## src/rtl/instr_encoder_loader_pkg.sv

```systemverilog
// Shared RV32I encode/decode constants for the instruction loader and the decoder.
// Holds the op_sel codes, opcode/funct constants, loader FSM states and field packers.
package instr_encoder_loader_pkg;

   localparam logic [2:0] SEL_ADD  = 3'd0;
   localparam logic [2:0] SEL_OR   = 3'd1;
   localparam logic [2:0] SEL_SLL  = 3'd2;
   localparam logic [2:0] SEL_ADDI = 3'd3;
   localparam logic [2:0] SEL_LH   = 3'd4;
   localparam logic [2:0] SEL_SH   = 3'd5;
   localparam logic [2:0] SEL_BNE  = 3'd6;
   localparam logic [2:0] SEL_ILL  = 3'd7;

   localparam logic [6:0] OP_R      = 7'b0110011;
   localparam logic [6:0] OP_IMM    = 7'b0010011;
   localparam logic [6:0] OP_LOAD   = 7'b0000011;
   localparam logic [6:0] OP_STORE  = 7'b0100011;
   localparam logic [6:0] OP_BRANCH = 7'b1100011;

   localparam logic [2:0] F3_ADD  = 3'b000;
   localparam logic [2:0] F3_OR   = 3'b110;
   localparam logic [2:0] F3_SLL  = 3'b001;
   localparam logic [2:0] F3_ADDI = 3'b000;
   localparam logic [2:0] F3_LH   = 3'b001;
   localparam logic [2:0] F3_SH   = 3'b001;
   localparam logic [2:0] F3_BNE  = 3'b001;

   localparam logic [6:0] F7_BASE = 7'b0000000;

   typedef enum logic [1:0] {
      ST_IDLE  = 2'd0,
      ST_WRITE = 2'd1,
      ST_FULL  = 2'd2
   } state_e;

   function automatic logic [31:0] pack_r(input logic [6:0] f7, input logic [4:0] rs2,
                                          input logic [4:0] rs1, input logic [2:0] f3,
                                          input logic [4:0] rd, input logic [6:0] opc);
      return {f7, rs2, rs1, f3, rd, opc};
   endfunction

   function automatic logic [31:0] pack_i(input logic [11:0] imm, input logic [4:0] rs1,
                                          input logic [2:0] f3, input logic [4:0] rd,
                                          input logic [6:0] opc);
      return {imm, rs1, f3, rd, opc};
   endfunction

   // Branches reuse this S-type packing; the codebase decoder extracts them the same way.
   function automatic logic [31:0] pack_s(input logic [11:0] imm, input logic [4:0] rs2,
                                          input logic [4:0] rs1, input logic [2:0] f3,
                                          input logic [6:0] opc);
      return {imm[11:5], rs2, rs1, f3, imm[4:0], opc};
   endfunction

endpackage

```

## src/rtl/instr_encoder_loader_packer.sv

```systemverilog
// Combinational field packer: op_sel plus register/immediate fields to an RV32I word.
// Also used by the decoder self-check, so it carries no state.
module instr_packer
   import instr_encoder_loader_pkg::*;
(
   input  logic [2:0]  op_sel,
   input  logic [4:0]  rd,
   input  logic [4:0]  rs1,
   input  logic [4:0]  rs2,
   input  logic [11:0] imm,
   output logic [31:0] word,
   output logic        illegal
);

   always_comb begin
      word    = '0;
      illegal = 1'b0;
      case (op_sel)
         SEL_ADD:  word = pack_r(F7_BASE, rs2, rs1, F3_ADD, rd, OP_R);
         SEL_OR:   word = pack_r(F7_BASE, rs2, rs1, F3_OR,  rd, OP_R);
         SEL_SLL:  word = pack_r(F7_BASE, rs2, rs1, F3_SLL, rd, OP_R);
         SEL_ADDI: word = pack_i(imm, rs1, F3_ADDI, rd, OP_IMM);
         SEL_LH:   word = pack_i(imm, rs1, F3_LH,   rd, OP_LOAD);
         SEL_SH:   word = pack_s(imm, rs2, rs1, F3_SH,  OP_STORE);
         SEL_BNE:  word = pack_s(imm, rs2, rs1, F3_BNE, OP_BRANCH);
         SEL_ILL:  illegal = 1'b1;
         default:  illegal = 1'b1;
      endcase
   end

endmodule

```

## src/rtl/instr_encoder_loader.sv

```systemverilog
// Sequential program loader: encodes one field bundle at a time and strobes it
// into the instruction memory write port at consecutive word addresses.
//
// state | meaning
// IDLE  | ready for a bundle
// WRITE | mem_we high for this single cycle, count advances at the next edge
// FULL  | DEPTH words written, bundles ignored until clear
module instr_encoder_loader
   import instr_encoder_loader_pkg::*;
#(
   parameter int DEPTH     = 3,
   parameter int BASE_ADDR = 0,
   parameter int ADDR_W    = 32,
   localparam int CW       = $clog2(DEPTH + 1)
) (
   input  logic              clock,
   input  logic              reset,
   input  logic              in_valid,
   output logic              in_ready,
   input  logic [2:0]        op_sel,
   input  logic [4:0]        rd,
   input  logic [4:0]        rs1,
   input  logic [4:0]        rs2,
   input  logic [11:0]       imm,
   input  logic              clear,
   output logic              mem_we,
   output logic [ADDR_W-1:0] mem_addr,
   output logic [31:0]       mem_wdata,
   output logic [CW-1:0]     count,
   output logic              full,
   output logic              err_illegal
);

   state_e            state, state_nxt;
   logic [CW-1:0]     count_nxt;
   logic              we_nxt;
   logic [ADDR_W-1:0] addr_nxt;
   logic [31:0]       wdata_nxt;
   logic              err_nxt;
   logic [31:0]       word;
   logic              illegal;
   logic              accept;

   instr_packer u_packer (
      .op_sel  (op_sel),
      .rd      (rd),
      .rs1     (rs1),
      .rs2     (rs2),
      .imm     (imm),
      .word    (word),
      .illegal (illegal)
   );

   assign in_ready = (state == ST_IDLE) && !clear;
   assign accept   = in_valid && in_ready;
   assign full     = (state == ST_FULL);

   always_comb begin
      state_nxt = state;
      count_nxt = count;
      we_nxt    = 1'b0;
      addr_nxt  = mem_addr;
      wdata_nxt = mem_wdata;
      err_nxt   = 1'b0;
      // clear wins over everything; an in-flight strobe still finishes since mem_we is registered
      if (clear) begin
         state_nxt = ST_IDLE;
         count_nxt = '0;
      end else begin
         case (state)
            ST_IDLE: begin
               if (accept) begin
                  if (illegal) begin
                     err_nxt = 1'b1;
                  end else begin
                     we_nxt    = 1'b1;
                     addr_nxt  = ADDR_W'(BASE_ADDR) + ADDR_W'(count);
                     wdata_nxt = word;
                     state_nxt = ST_WRITE;
                  end
               end
            end
            ST_WRITE: begin
               count_nxt = count + CW'(1);
               state_nxt = (count + CW'(1) == CW'(DEPTH)) ? ST_FULL : ST_IDLE;
            end
            ST_FULL: begin
               state_nxt = ST_FULL;
            end
            default: begin
               state_nxt = ST_IDLE;
            end
         endcase
      end
   end

   always_ff @(posedge clock or posedge reset) begin
      if (reset) begin
         state       <= ST_IDLE;
         count       <= '0;
         mem_we      <= 1'b0;
         mem_addr    <= ADDR_W'(BASE_ADDR);
         mem_wdata   <= '0;
         err_illegal <= 1'b0;
      end else begin
         state       <= state_nxt;
         count       <= count_nxt;
         mem_we      <= we_nxt;
         mem_addr    <= addr_nxt;
         mem_wdata   <= wdata_nxt;
         err_illegal <= err_nxt;
      end
   end

endmodule

```

## config.mk

```make
export PLATFORM = sky130hd
export DESIGN_NAME = instr_encoder_loader
export DESIGN_NICKNAME = d
export VERILOG_FILES = /design/src/rtl/instr_encoder_loader_pkg.sv /design/src/rtl/instr_encoder_loader_packer.sv /design/src/rtl/instr_encoder_loader.sv
export SDC_FILE = /design/constraint.sdc
export NUM_CORES = 1
export LEC_CHECK = 0
export BUFFER_PORTS_ARGS = -buffer_cell sky130_fd_sc_hd__buf_2
export CORE_AREA = 2 2 88 90
export CTS_CLUSTER_SIZE = 40
export DETAILED_ROUTE_END_ITERATION = 10
export DIE_AREA = 0 0 90 92
export PLACE_DENSITY = 0.67
export SLEW_MARGIN = 15
export SYNTH_ARGS = -nofsm -noshare
export SYNTH_HDL_FRONTEND = slang
export SYNTH_SLANG_ARGS = --single-unit
```

## constraint.sdc

```tcl
create_clock -name clock -period 3.99 [get_ports clock]
set_clock_uncertainty 0.05 [all_clocks]
set_input_delay 0 -clock clock [delete_from_list [all_inputs] [get_ports clock]]
set_output_delay 0 -clock clock [all_outputs]
set_load 0.03 [all_outputs]
```

After elaboration in Yosys (flattened, before gate mapping):

Cells that the tools add are included.

* register bits after elaboration: 40
* input port bits: 34
* output and inout port bits: 70
* word-level logic and storage cells: 46

* add/sub/neg operators: 1
* eq/ne operators: 12
* multiplexer cells: 17
* bitwise operators: 2
* reduce and logical (&&, ||, !) cells: 8

Operators with widths (number)
* one-hot mux 32 bit (7 select lines): 1
* equality test 3 bit (second input constant): 4
* two-way mux 2 bit: 6
* two-way mux 1 bit: 9
* equality test 3 x 2 -> 1 bit (second input constant): 2
* inequality test 3 bit (second input constant): 2
* one-hot mux 2 bit (3 select lines): 1
* equality test 2 bit (second input constant): 2
* AND reduction 4 bit: 1
* equality test 3 x 1 -> 1 bit (second input constant): 1
* logical NOT 3 bit: 1
* adder 2 x 1 -> 2 bit (second input constant): 1
* equality test 2 x 1 -> 1 bit (second input constant): 1
* logical AND 1 bit: 2
* logical NOT 2 bit: 1
* inverter 1 bit: 2
* AND reduction 2 bit: 1
* nonzero test 2 bit: 1
* logical NOT 1 bit: 1

Depth between registers and ports, before layout:

Gate-level depths: netlist of run 1.

* depth in word-level cells: 6
* depth in mapped cells: 5
* gate-level depth less buffers: 5

Cells and area by module:

A second synthesis of run 1 with hierarchy kept.

* cells, all modules: 197
* area, all modules: 2371.0 µm²

By module, submodules not included
* instr_encoder_loader: instances 1, cells an instance 124, area each 1895.6 µm², seq. area each 1001.0 µm²
* instr_packer: instances 1, cells an instance 73, area each 475.5 µm², seq. area each 0.0 µm²

Worst setup path before layout of run 1:

No wires, ideal clock.

* path type: register to register
* from: register state[1]
* to: register mem_wdata[15]
* library setup time: 0.125 ns
* data arrival time: 1.585 ns
* data required time: 3.815 ns
* path slack: 2.230 ns
* cell stages (with the launch flop): 6
* buffers on the path: 1
* period minus slack after synthesis: 1.760 ns
* cell sequence: dfrtp_1 nor4b_4 nand2_4 inv_2 buf_6 mux2_2

* word-level cells in the longest chain between the ends: 4

RTL lines
* from (decl): RTL line instr_encoder_loader.sv:34 `state_e state, state_nxt;`
* from (signal assigned): RTL line instr_encoder_loader.sv:106 `state <= state_nxt;`
* logical NOT 2 bit (*): RTL line instr_encoder_loader.sv:54, instr_encoder_loader.sv:70
* logical AND 1 bit: RTL line instr_encoder_loader.sv:54 `assign in_ready = (state == ST_IDLE) && !clear;`
* logical AND 1 bit: RTL line instr_encoder_loader.sv:55 `assign accept = in_valid && in_ready;`
* AND reduction 4 bit (no line) (*)
* to (signal assigned): RTL line instr_encoder_loader.sv:110 `mem_wdata <= wdata_nxt;`
* to (decl): RTL line instr_encoder_loader.sv:28 `output logic [31:0] mem_wdata,`

Mark *: on every way between the ends. The rest lies on a longest branch, timed or not.
A chain may end at the register's enable or synchronous reset.

Final worst setup path of run 1:

* from: register state[1]
* to: register mem_wdata[18]

Same word-level chain as after synthesis.

==> flow_metrics.env, run 1 <==
export IMPL_min_from="rs2[3]"
export IMPL_num_io_pins=104
export IMPL_fin_crit_sh_pct=54.4
export IMPL_yosysTopAreaCell="dfrtp_1"
export IMPL_syn2layout_area_growth_pct=26.6
export IMPL_synth_edf_count=0
export IMPL_grt_max_degree=40
export IMPL_synth_cells=208
export IMPL_rows=32
export IMPL_final_nets=322
export IMPL_critPathRequiredTime_ns=4.12
export IMPL_cts_htree_levels=2
export IMPL_yosys_most_used_dff="dfrtp_1"
export IMPL_fin_cells=390
export IMPL_tns_ns=0
export IMPL_max_clock_path_buffers=2
export IMPL_p_leak_nw=1.34
export IMPL_coreArea_sq_um=7450
export IMPL_grt_pass1_wl_um=8540
export IMPL_finalSetupViolCount=0
export IMPL_vias=1783
export IMPL_r2r_end="mem_wdata[18]"
export IMPL_reg2reg_slack_ns=1.82
export IMPL_reg2reg_from="state[1]"
export IMPL_ys_ff_latch=36
export IMPL_regArea_sq_um=901
export IMPL_grt_antenna_before_repair=0
export IMPL_drive_gt1_share_pct=32.6
export IMPL_n_fill_cell=775
export IMPL_postCtsResizedCells=0
export IMPL_clkSinkCount=36
export IMPL_multi_input_area_sq_um=1010
export IMPL_io_buffer_count=71
export IMPL_min_period_ns=2.17
export IMPL_start_kind="flip-flop"
export IMPL_worstMarginPinSlew_ns=0.671
export IMPL_fmax_mhz=461
export IMPL_cts_root_buf="clkbuf_8"
export IMPL_start_util_pct=28.7
export IMPL_setup_ws_ns=1.82
export IMPL_die_y_um=92
export IMPL_first_global_vias=1684
export IMPL_hold_end="mem_wdata[23]"
export IMPL_placed_cells=366
export IMPL_hold_viol=0
export IMPL_rsz0062_at_grt="false"
export IMPL_outcome="completed"
export IMPL_ant_nets=0
export IMPL_synth_warnings=0
export IMPL_ys_top_cells_by_area="dfrtp_1, buf_4, a22o_1"
export IMPL_ys_types=45
export IMPL_grt_overflow_total=0
export IMPL_ir_drop_mv=0.207
export IMPL_cts_tree="done"
export IMPL_crit_chain="nor4b_4 > nand2_4 > inv_2 > mux2_2"
export IMPL_postCtsSetupBuffers=0
export IMPL_firstDrtPassIters=4
export IMPL_diodes=0
export IMPL_p_total_mw=1.20
export IMPL_cts_hold_buffers_added=16
export IMPL_cp_slowest_stage_delay_ns=0.64
export IMPL_endpoint_kind="flip-flop"
export IMPL_drc_errors=0
export IMPL_netlist_area_sq_um=2140
export IMPL_hold_path_class="in2reg"
export IMPL_power_density_nw_per_um2=444
export IMPL_rr_worst_depth=4
export IMPL_final_core_util_pct=36.4
export IMPL_slew_viol_final=0
export IMPL_drt_wl_total_um=5470
export IMPL_place_worst_setup_slack_ns=1.81
export IMPL_cts_buffers=5
export IMPL_hold_depth=3
export IMPL_path_class="reg2reg"
export IMPL_grt_usage_pct=12.8
export IMPL_cp_slowest_cell="nor4b_4"
export IMPL_die_area_sq_um=8280
export IMPL_crit_family="simple AND/OR/NAND/NOR gates"
export IMPL_routed_via_density=4.57
export IMPL_synth_seq_area_share_pct=42.1
export IMPL_clk_latency_ns=0.28
export IMPL_syn_area_per_cell_sq_um=10.3
export IMPL_fp_dieW_um=90
export IMPL_arrival_ns=2.29
export IMPL_yosysTopAreaCellShare_pct=42.1
export IMPL_drt_wirelength_per_cell_um=14.0
export IMPL_cap_viol_max_count=0
export IMPL_crit_fanout=15
export IMPL_cts_clk_slew_worst_paths_ns=0.07
export IMPL_slew_headroom_pct=55.3
export IMPL_place_hpwl_um=3790
export IMPL_gp_congestion=0.735
export IMPL_drt_iter0_drc=118
export IMPL_cp_num_buf_inv=1
export IMPL_ys_async_sr_fraction_pct=100
-- registers in the layout, summed over array words and instances, names as in the netlist --
name / flops
err_illegal: 1
state: 2
mem_addr: 2
mem_wdata: 28
count: 2
mem_we: 1
-- worst max-delay path by stage --
stage | start | end | depth (start not counted)
6_report | state[1] | mem_wdata[18] | 4
2_1_floorplan | state[1] | mem_wdata[15] | 5
4_1_cts | state[1] | mem_wdata[19] | 4
3_3_place_gp | state[1] | mem_wdata[18] | 4
5_1_grt | state[1] | mem_wdata[16] | 4
3_5_place_dp | state[1] | mem_wdata[18] | 4
-- worst register-to-register path: stages, from the launching register on --
cell and delay (ns):
dfrtp_1 0.45, nor4b_4 0.65, nand2_4 0.24, inv_2 0.31
mux2_2 0.37
-- metrics by stage --
stage | instance area (sq um) | hold WS, ns
finish | 2710 | 0.00896
global route | 2710 | 0.0181
CTS | 2710 | 0.00577
detailed placement | 2420 | 0.0798
global placement | 2420 | 0.0771
floorplan | 2260 | 0.0164
-- area by class of cell --
class / instances / share of cell area [%]
Clock buffer: 7 / 3.55
Clock inverter: 1 / 1.11
Inverter: 6 / 0.831
Multi-Input combinational cell: 150 / 37.3
Sequential cell: 36 / 33.2
Tap cell: 102 / 4.71
Timing Repair Buffer: 88 / 19.3
-- cell usage after synthesis (2+ instances only) --
cell type	count
dfrtp_1	36
buf_4	34
a22o_1	11
nor2b_1	11
a31oi_1	10
o21ai_0	8
a21oi_1	7
mux2_2	7
nor2_1	7
clkbuf_1	6
nand2b_1	6
and3_1	5
inv_1	5
nand3b_1	5
a211o_1	4
a311oi_1	4
and3b_1	4
buf_2	4
nand3_1	3
buf_6	2
mux2i_1	2
nand2_1	2
nand4b_1	2
o2bb2ai_1	2
-- power by group --
part           total [mW]  internal, mW  switching (mW)
sequential          0.462         0.423          0.0387
clock               0.348         0.220           0.128
combinational       0.393         0.125           0.268
-- kinds of logic (layout without fill, tap and decap cells) --
| logic type | Yosys count | count (layout) | share of synthesized area (%) |
|---|---|---|---|
| adders and majority gates | 1 | 1 | 0.584 |
| xor gates and xnor gates | 2 | 2 | 0.818 |
| other | 1 | 32 | 0.175 |
| muxes | 9 | 9 | 4.62 |
| DFF | 36 | 36 | 42.1 |
| AOI/OAI and AO/OA | 52 | 52 | 18.1 |
| buffers and inverters | 53 | 102 | 16.2 |
| and+or+nand+nor | 54 | 54 | 17.5 |
-- layer usage --
metal	up-vias	track usage (%)	share of wire, %
met5	-	0	0
li1	841	-	-
met1	879	15.5	41
met3	4	4.35	7.4
met4	0	3.59	0.62
met2	59	21.6	51
-- layout by cell type (no fill, tap or decap), types with 2 or more instances in the layout --
cell type	count
and3_1	5
a31oi_1	10
a22o_1	11
nor2_1	7
a311oi_1	4
nand2_1	2
mux2i_1	2
clkbuf_8	7
inv_1	5
nand2b_1	6
a21oi_1	7
nand4b_1	2
and3b_1	4
dfrtp_1	36
nand3b_1	5
o21ai_0	8
o2bb2ai_1	2
nor2b_1	11
mux2_2	7
conb_1	32
buf_2	71
a211o_1	4
dlygate4sd3_1	16
nand3_1	3
Note: power is estimated with default switching activity, not from simulation.
==> inputs of run 2 (changes only) <==
==> constraint.sdc (replaced) <==
create_clock -name clock -period 2.19 [get_ports clock]
set_clock_uncertainty 0.05 [all_clocks]
set_input_delay 0 -clock clock [delete_from_list [all_inputs] [get_ports clock]]
set_output_delay 0 -clock clock [all_outputs]
set_load 0.03 [all_outputs]
==> flow_metrics.env, run 2 (synthesized netlist as in run 1, its figures left out) <==
export IMPL_outcome="completed"
export IMPL_path_class="reg2reg"
export IMPL_rsz0062_at_grt="false"
export IMPL_grt_max_degree=39
export IMPL_die_area_sq_um=8280
export IMPL_fmax_mhz=503
export IMPL_place_worst_setup_slack_ns=0.255
export IMPL_worstMarginPinSlew_ns=0.671
export IMPL_num_io_pins=104
export IMPL_syn2layout_area_growth_pct=26.4
export IMPL_regArea_sq_um=901
export IMPL_n_fill_cell=799
export IMPL_arrival_ns=2.16
export IMPL_drc_errors=0
export IMPL_ant_nets=0
export IMPL_cp_depth=3
export IMPL_drt_iter0_drc=106
export IMPL_postCtsSetupBuffers=0
export IMPL_cts_tree="done"
export IMPL_cts_buffers=5
export IMPL_fp_dieW_um=90
export IMPL_routed_via_density=4.52
export IMPL_start_kind="flip-flop"
export IMPL_hold_path_class="in2reg"
export IMPL_crit_family="simple AND/OR/NAND/NOR gates"
export IMPL_ir_drop_mv=0.258
export IMPL_vias=1779
export IMPL_largest_reg_flops=28
export IMPL_coreArea_sq_um=7450
export IMPL_drt_wl_total_um=5490
export IMPL_final_common_cell="buf_2"
export IMPL_multi_input_area_sq_um=1010
export IMPL_cp_slowest_cell="or4b_1"
export IMPL_clk_latency_ns=0.28
export IMPL_slew_headroom_pct=55.3
export IMPL_layout_common_cells="buf_2, dfrtp_1, conb_1"
export IMPL_final_core_util_pct=36.3
export IMPL_setup_ws_ns=0.200
export IMPL_grt_pass1_wl_um=8490
export IMPL_clkSinkCount=36
export IMPL_grt_overflow_total=0
export IMPL_place_hpwl_um=3850
export IMPL_start_util_pct=28.7
export IMPL_grt_usage_pct=12.8
export IMPL_crit_chain="or4b_1 > a21oi_2 > a22o_1"
export IMPL_drive_gt1_share_pct=33.6
export IMPL_first_global_vias=1685
export IMPL_rows=32
export IMPL_cp_num_buf_inv=0
export IMPL_firstDrtPassIters=4
export IMPL_finalSetupViolCount=0
export IMPL_hold_viol=0
export IMPL_cts_root_buf="clkbuf_8"
export IMPL_cap_viol_max_count=0
export IMPL_hold_depth=3
export IMPL_io_buffer_count=71
export IMPL_gp_congestion=0.749
export IMPL_cts_htree_levels=2
export IMPL_critPathRequiredTime_ns=2.37
export IMPL_final_nets=326
export IMPL_cts_clk_slew_worst_paths_ns=0.07
export IMPL_rr_worst_depth=3
export IMPL_power_density_nw_per_um2=759
export IMPL_p_leak_nw=1.34
export IMPL_max_clock_path_buffers=2
export IMPL_top_register="mem_wdata"
export IMPL_fin_crit_sh_pct=90.8
export IMPL_min_period_ns=1.99
export IMPL_tns_ns=0
export IMPL_grt_antenna_before_repair=0
export IMPL_slew_viol_final=0
export IMPL_cp_slowest_stage_delay_ns=0.88
export IMPL_drt_wirelength_per_cell_um=13.9
export IMPL_crit_fanout=15
export IMPL_diodes=0
export IMPL_die_y_um=92
export IMPL_endpoint_kind="flip-flop"
## run 2: final timing paths
check | from | end | slack (ns)
max in group asynchronous | reset | mem_wdata[5] | 1.42
min in group asynchronous | reset | mem_wdata[25] | 0.33
max | state[1] | mem_wdata[29] | 0.20
min reg2reg | mem_wdata[4] | mem_wdata[4] | 0.45
min | rs2[3] | mem_wdata[23] | 0.01
max reg2reg | state[1] | mem_wdata[29] | 0.20
## run 2: where the power goes
| group | switching [mW] | internal [mW] | total [mW] |
|---|---|---|---|
| Clock | 0.234 | 0.256 | 0.490 |
| Combinational | 0.491 | 0.233 | 0.724 |
| Sequential | 0.0679 | 0.771 | 0.839 |
## run 2: through the flow
stage	power (mW)	area (sq um)	hold slack (ns)	instances
6_report	2.05	2710	0.0130	394
5_1_grt	2.16	2710	0.0220	394
4_1_cts	2.07	2710	0.00374	394
3_5_place_dp	1.56	2460	0.0823	371
3_3_place_gp	1.54	2460	0.0751	371
2_1_floorplan	1.39	2260	0.0164	239
## run 2: worst register-to-register path, cell delays in order, from the launching register on
cell and delay (ns):
dfrtp_1 0.44, or4b_1 0.88, a21oi_2 0.38, a22o_1 0.19
## run 2: cell type report
cell class | instances | share of cell area [%]
tap | 102 | 4.72
clock inverter | 1 | 0.278
inverter | 6 | 0.833
multi-input combinational | 150 | 37.3
timing repair buffer | 92 | 20.4
clock buffer | 7 | 3.19
sequential | 36 | 33.3
## run 2: routing by layer
layer	vias up	track usage [%]	wire, um
li1	850	-	-
met1	862	16.0	2420
met2	58	21.5	2710
met3	9	3.45	294
met4	0	4.36	69
met5	-	0	0
## run 2: repair_timing
action | CTS | global route
endpoints found under the hold margin | 52 | 0
hold buffers | 15 | 0
gates resized for setup | 0 | 0
==> inputs of run 3 (changes only) <==
--- a/config.mk
+++ b/config.mk
@@ -5,12 +5,12 @@
 export SDC_FILE = /design/constraint.sdc
 export NUM_CORES = 1
 export LEC_CHECK = 0
-export BUFFER_PORTS_ARGS = -buffer_cell sky130_fd_sc_hd__buf_2
 export CORE_AREA = 2 2 88 90
 export CTS_CLUSTER_SIZE = 40
 export DETAILED_ROUTE_END_ITERATION = 10
 export DIE_AREA = 0 0 90 92
-export PLACE_DENSITY = 0.67
+export DONT_BUFFER_PORTS = 1
+export PLACE_DENSITY = 0.55
 export SLEW_MARGIN = 15
 export SYNTH_ARGS = -nofsm -noshare
 export SYNTH_HDL_FRONTEND = slang
==> flow_metrics.env, run 3 (synthesized netlist as in run 1, its figures left out) <==
export IMPL_clkSinkCount=36
export IMPL_cts_htree_levels=2
export IMPL_ant_nets=0
export IMPL_hold_viol=0
export IMPL_drc_errors=0
export IMPL_drt_wl_total_um=5470
export IMPL_grt_antenna_before_repair=0
export IMPL_max_clock_path_buffers=2
export IMPL_grt_overflow_total=0
export IMPL_coreArea_sq_um=7450
export IMPL_min_period_ns=1.89
export IMPL_die_y_um=92
export IMPL_place_hpwl_um=3530
export IMPL_fin_crit_sh_pct=86.2
export IMPL_cts_buffers=5
export IMPL_top_register="mem_wdata"
export IMPL_p_sw_share_pct=38.0
export IMPL_cts_tree="done"
export IMPL_start_kind="input port"
export IMPL_endpoint_kind="flip-flop"
export IMPL_layout_common_cells="dfrtp_1, conb_1, dlygate4sd3_1"
export IMPL_gp_congestion=0.752
export IMPL_postCtsResizedCells=0
export IMPL_fin_area_sq_um=2520
export IMPL_outcome="completed"
export IMPL_finalSetupViolCount=0
export IMPL_rows=32
export IMPL_reg2reg_slack_ns=0.33
export IMPL_ir_drop_mv=0.252
export IMPL_path_class="in2reg"
export IMPL_final_common_cell="dfrtp_1"
export IMPL_cts_clk_slew_worst_paths_ns=0.08
export IMPL_vias=1607
export IMPL_worstMarginPinSlew_ns=0.731
export IMPL_first_global_vias=1549
export IMPL_largest_reg_flops=28
export IMPL_power_frac_clock_pct=29.2
export IMPL_tns_ns=0
export IMPL_cap_viol_max_count=0
export IMPL_diodes=0
export IMPL_p_seq_share_pct=53.3
export IMPL_routed_via_density=4.75
export IMPL_combPwrFrac_pct=17.5
export IMPL_drt_wirelength_per_cell_um=16.2
export IMPL_fmax_mhz=530
export IMPL_arrival_ns=2.00
export IMPL_drt_iter0_drc=100
export IMPL_crit_fanout=20
export IMPL_start_util_pct=28.7
export IMPL_num_io_pins=104
export IMPL_die_area_sq_um=8280
export IMPL_final_nets=270
export IMPL_grt_usage_pct=13.1
export IMPL_clk_latency_ns=0.29
export IMPL_cts_root_buf="clkbuf_8"
export IMPL_rsz0062_at_grt="false"
export IMPL_placed_area_sq_um=2100
export IMPL_n_fill_cell=787
export IMPL_critPathRequiredTime_ns=2.31
export IMPL_switchingPower_uw=771
export IMPL_drive_gt1_share_pct=11.4
export IMPL_grt_max_degree=37
export IMPL_grt_pass1_wl_um=8510
export IMPL_firstDrtPassIters=4
export IMPL_internal_power_mw=1.26
export IMPL_fp_dieW_um=90
export IMPL_multi_input_area_sq_um=1010
export IMPL_regArea_sq_um=901
export IMPL_power_density_nw_per_um2=807
export IMPL_fin_cells=338
export IMPL_placed_cells=299
export IMPL_p_leak_nw=1.11
export IMPL_hold_path_class="in2reg"
export IMPL_io_buffer_count=0
export IMPL_slew_viol_final=0
export IMPL_syn2layout_area_growth_pct=17.7
export IMPL_slew_headroom_pct=51.1
run 3: cell types whose count changed in the layout (fill, tap and decap cells not counted):
cell,previous run,this run
buf_4,6,5
dlygate4sd3_1,15,31
clkbuf_1,1,0
clkbuf_8,6,5
bufinv_16,0,1
buf_2,71,0
clkinv_2,0,1
run 3: timing repair:
item,4_1_cts,5_1_grt
setup buffers,0,0
hold endpoints to repair,68,0
hold buffers,31,0
run 3: final cells by class:
type	instances	area share, %
Clock inverter	3	1.69
Inverter	6	0.894
Clock buffer	5	2.73
Tap cell	102	5.06
Multi-Input combinational cell	150	40.1
Sequential cell	36	35.7
Timing Repair Buffer	36	13.8
run 3: critical path, stage by stage:
cell,delay (ns)
dlygate4sd3_1,1.01
o21ai_0,0.19
a32oi_1,0.17
dlygate4sd3_1,0.56
o21ai_0,0.07
run 3: stage by stage:
step	util (%)	hold WS [ns]	setup WS (ns)	total power, mW
4_1_cts	33.8	0.00816	0.320	2.06
6_report	33.8	0.0169	0.303	2.03
3_5_place_dp	28.2	-0.00905	0.325	1.40
5_1_grt	33.8	0.0187	0.0890	2.13
3_3_place_gp	28.2	-0.0160	0.357	1.39
2_1_floorplan	-	0.0164	0.430	1.39
run 3: path summary, 6_finish.rpt:
check,start,to,depth (start not counted)
setup / recovery,op_sel[2],mem_wdata[10],5
hold / removal,rd[1],mem_wdata[8],3
min in group asynchronous,reset,mem_wdata[1],3
setup reg to reg,state[1],mem_wdata[5],4
max in group asynchronous,reset,mem_wdata[31],3
hold reg to reg,mem_wdata[6],mem_wdata[6],1
run 3: power by group through the flow:
stage,combinational (mW),sequential [mW],clock (mW)
final,0.356,1.08,0.594
after global routing,0.391,1.10,0.639
after global placement,0.290,1.10,0
after floorplan,0.337,1.06,0
after detailed placement,0.295,1.10,0
after CTS,0.357,1.09,0.613
run 3: layer usage:
metal  GRT usage, %  part of all wire (%)  vias to the layer above
met3           4.85                   7.4                        8
li1               -                     -                      735
met2           20.9                    49                       62
met5              0                     0                        -
met1           16.1                    42                      802
met4           4.87                   1.6                        0
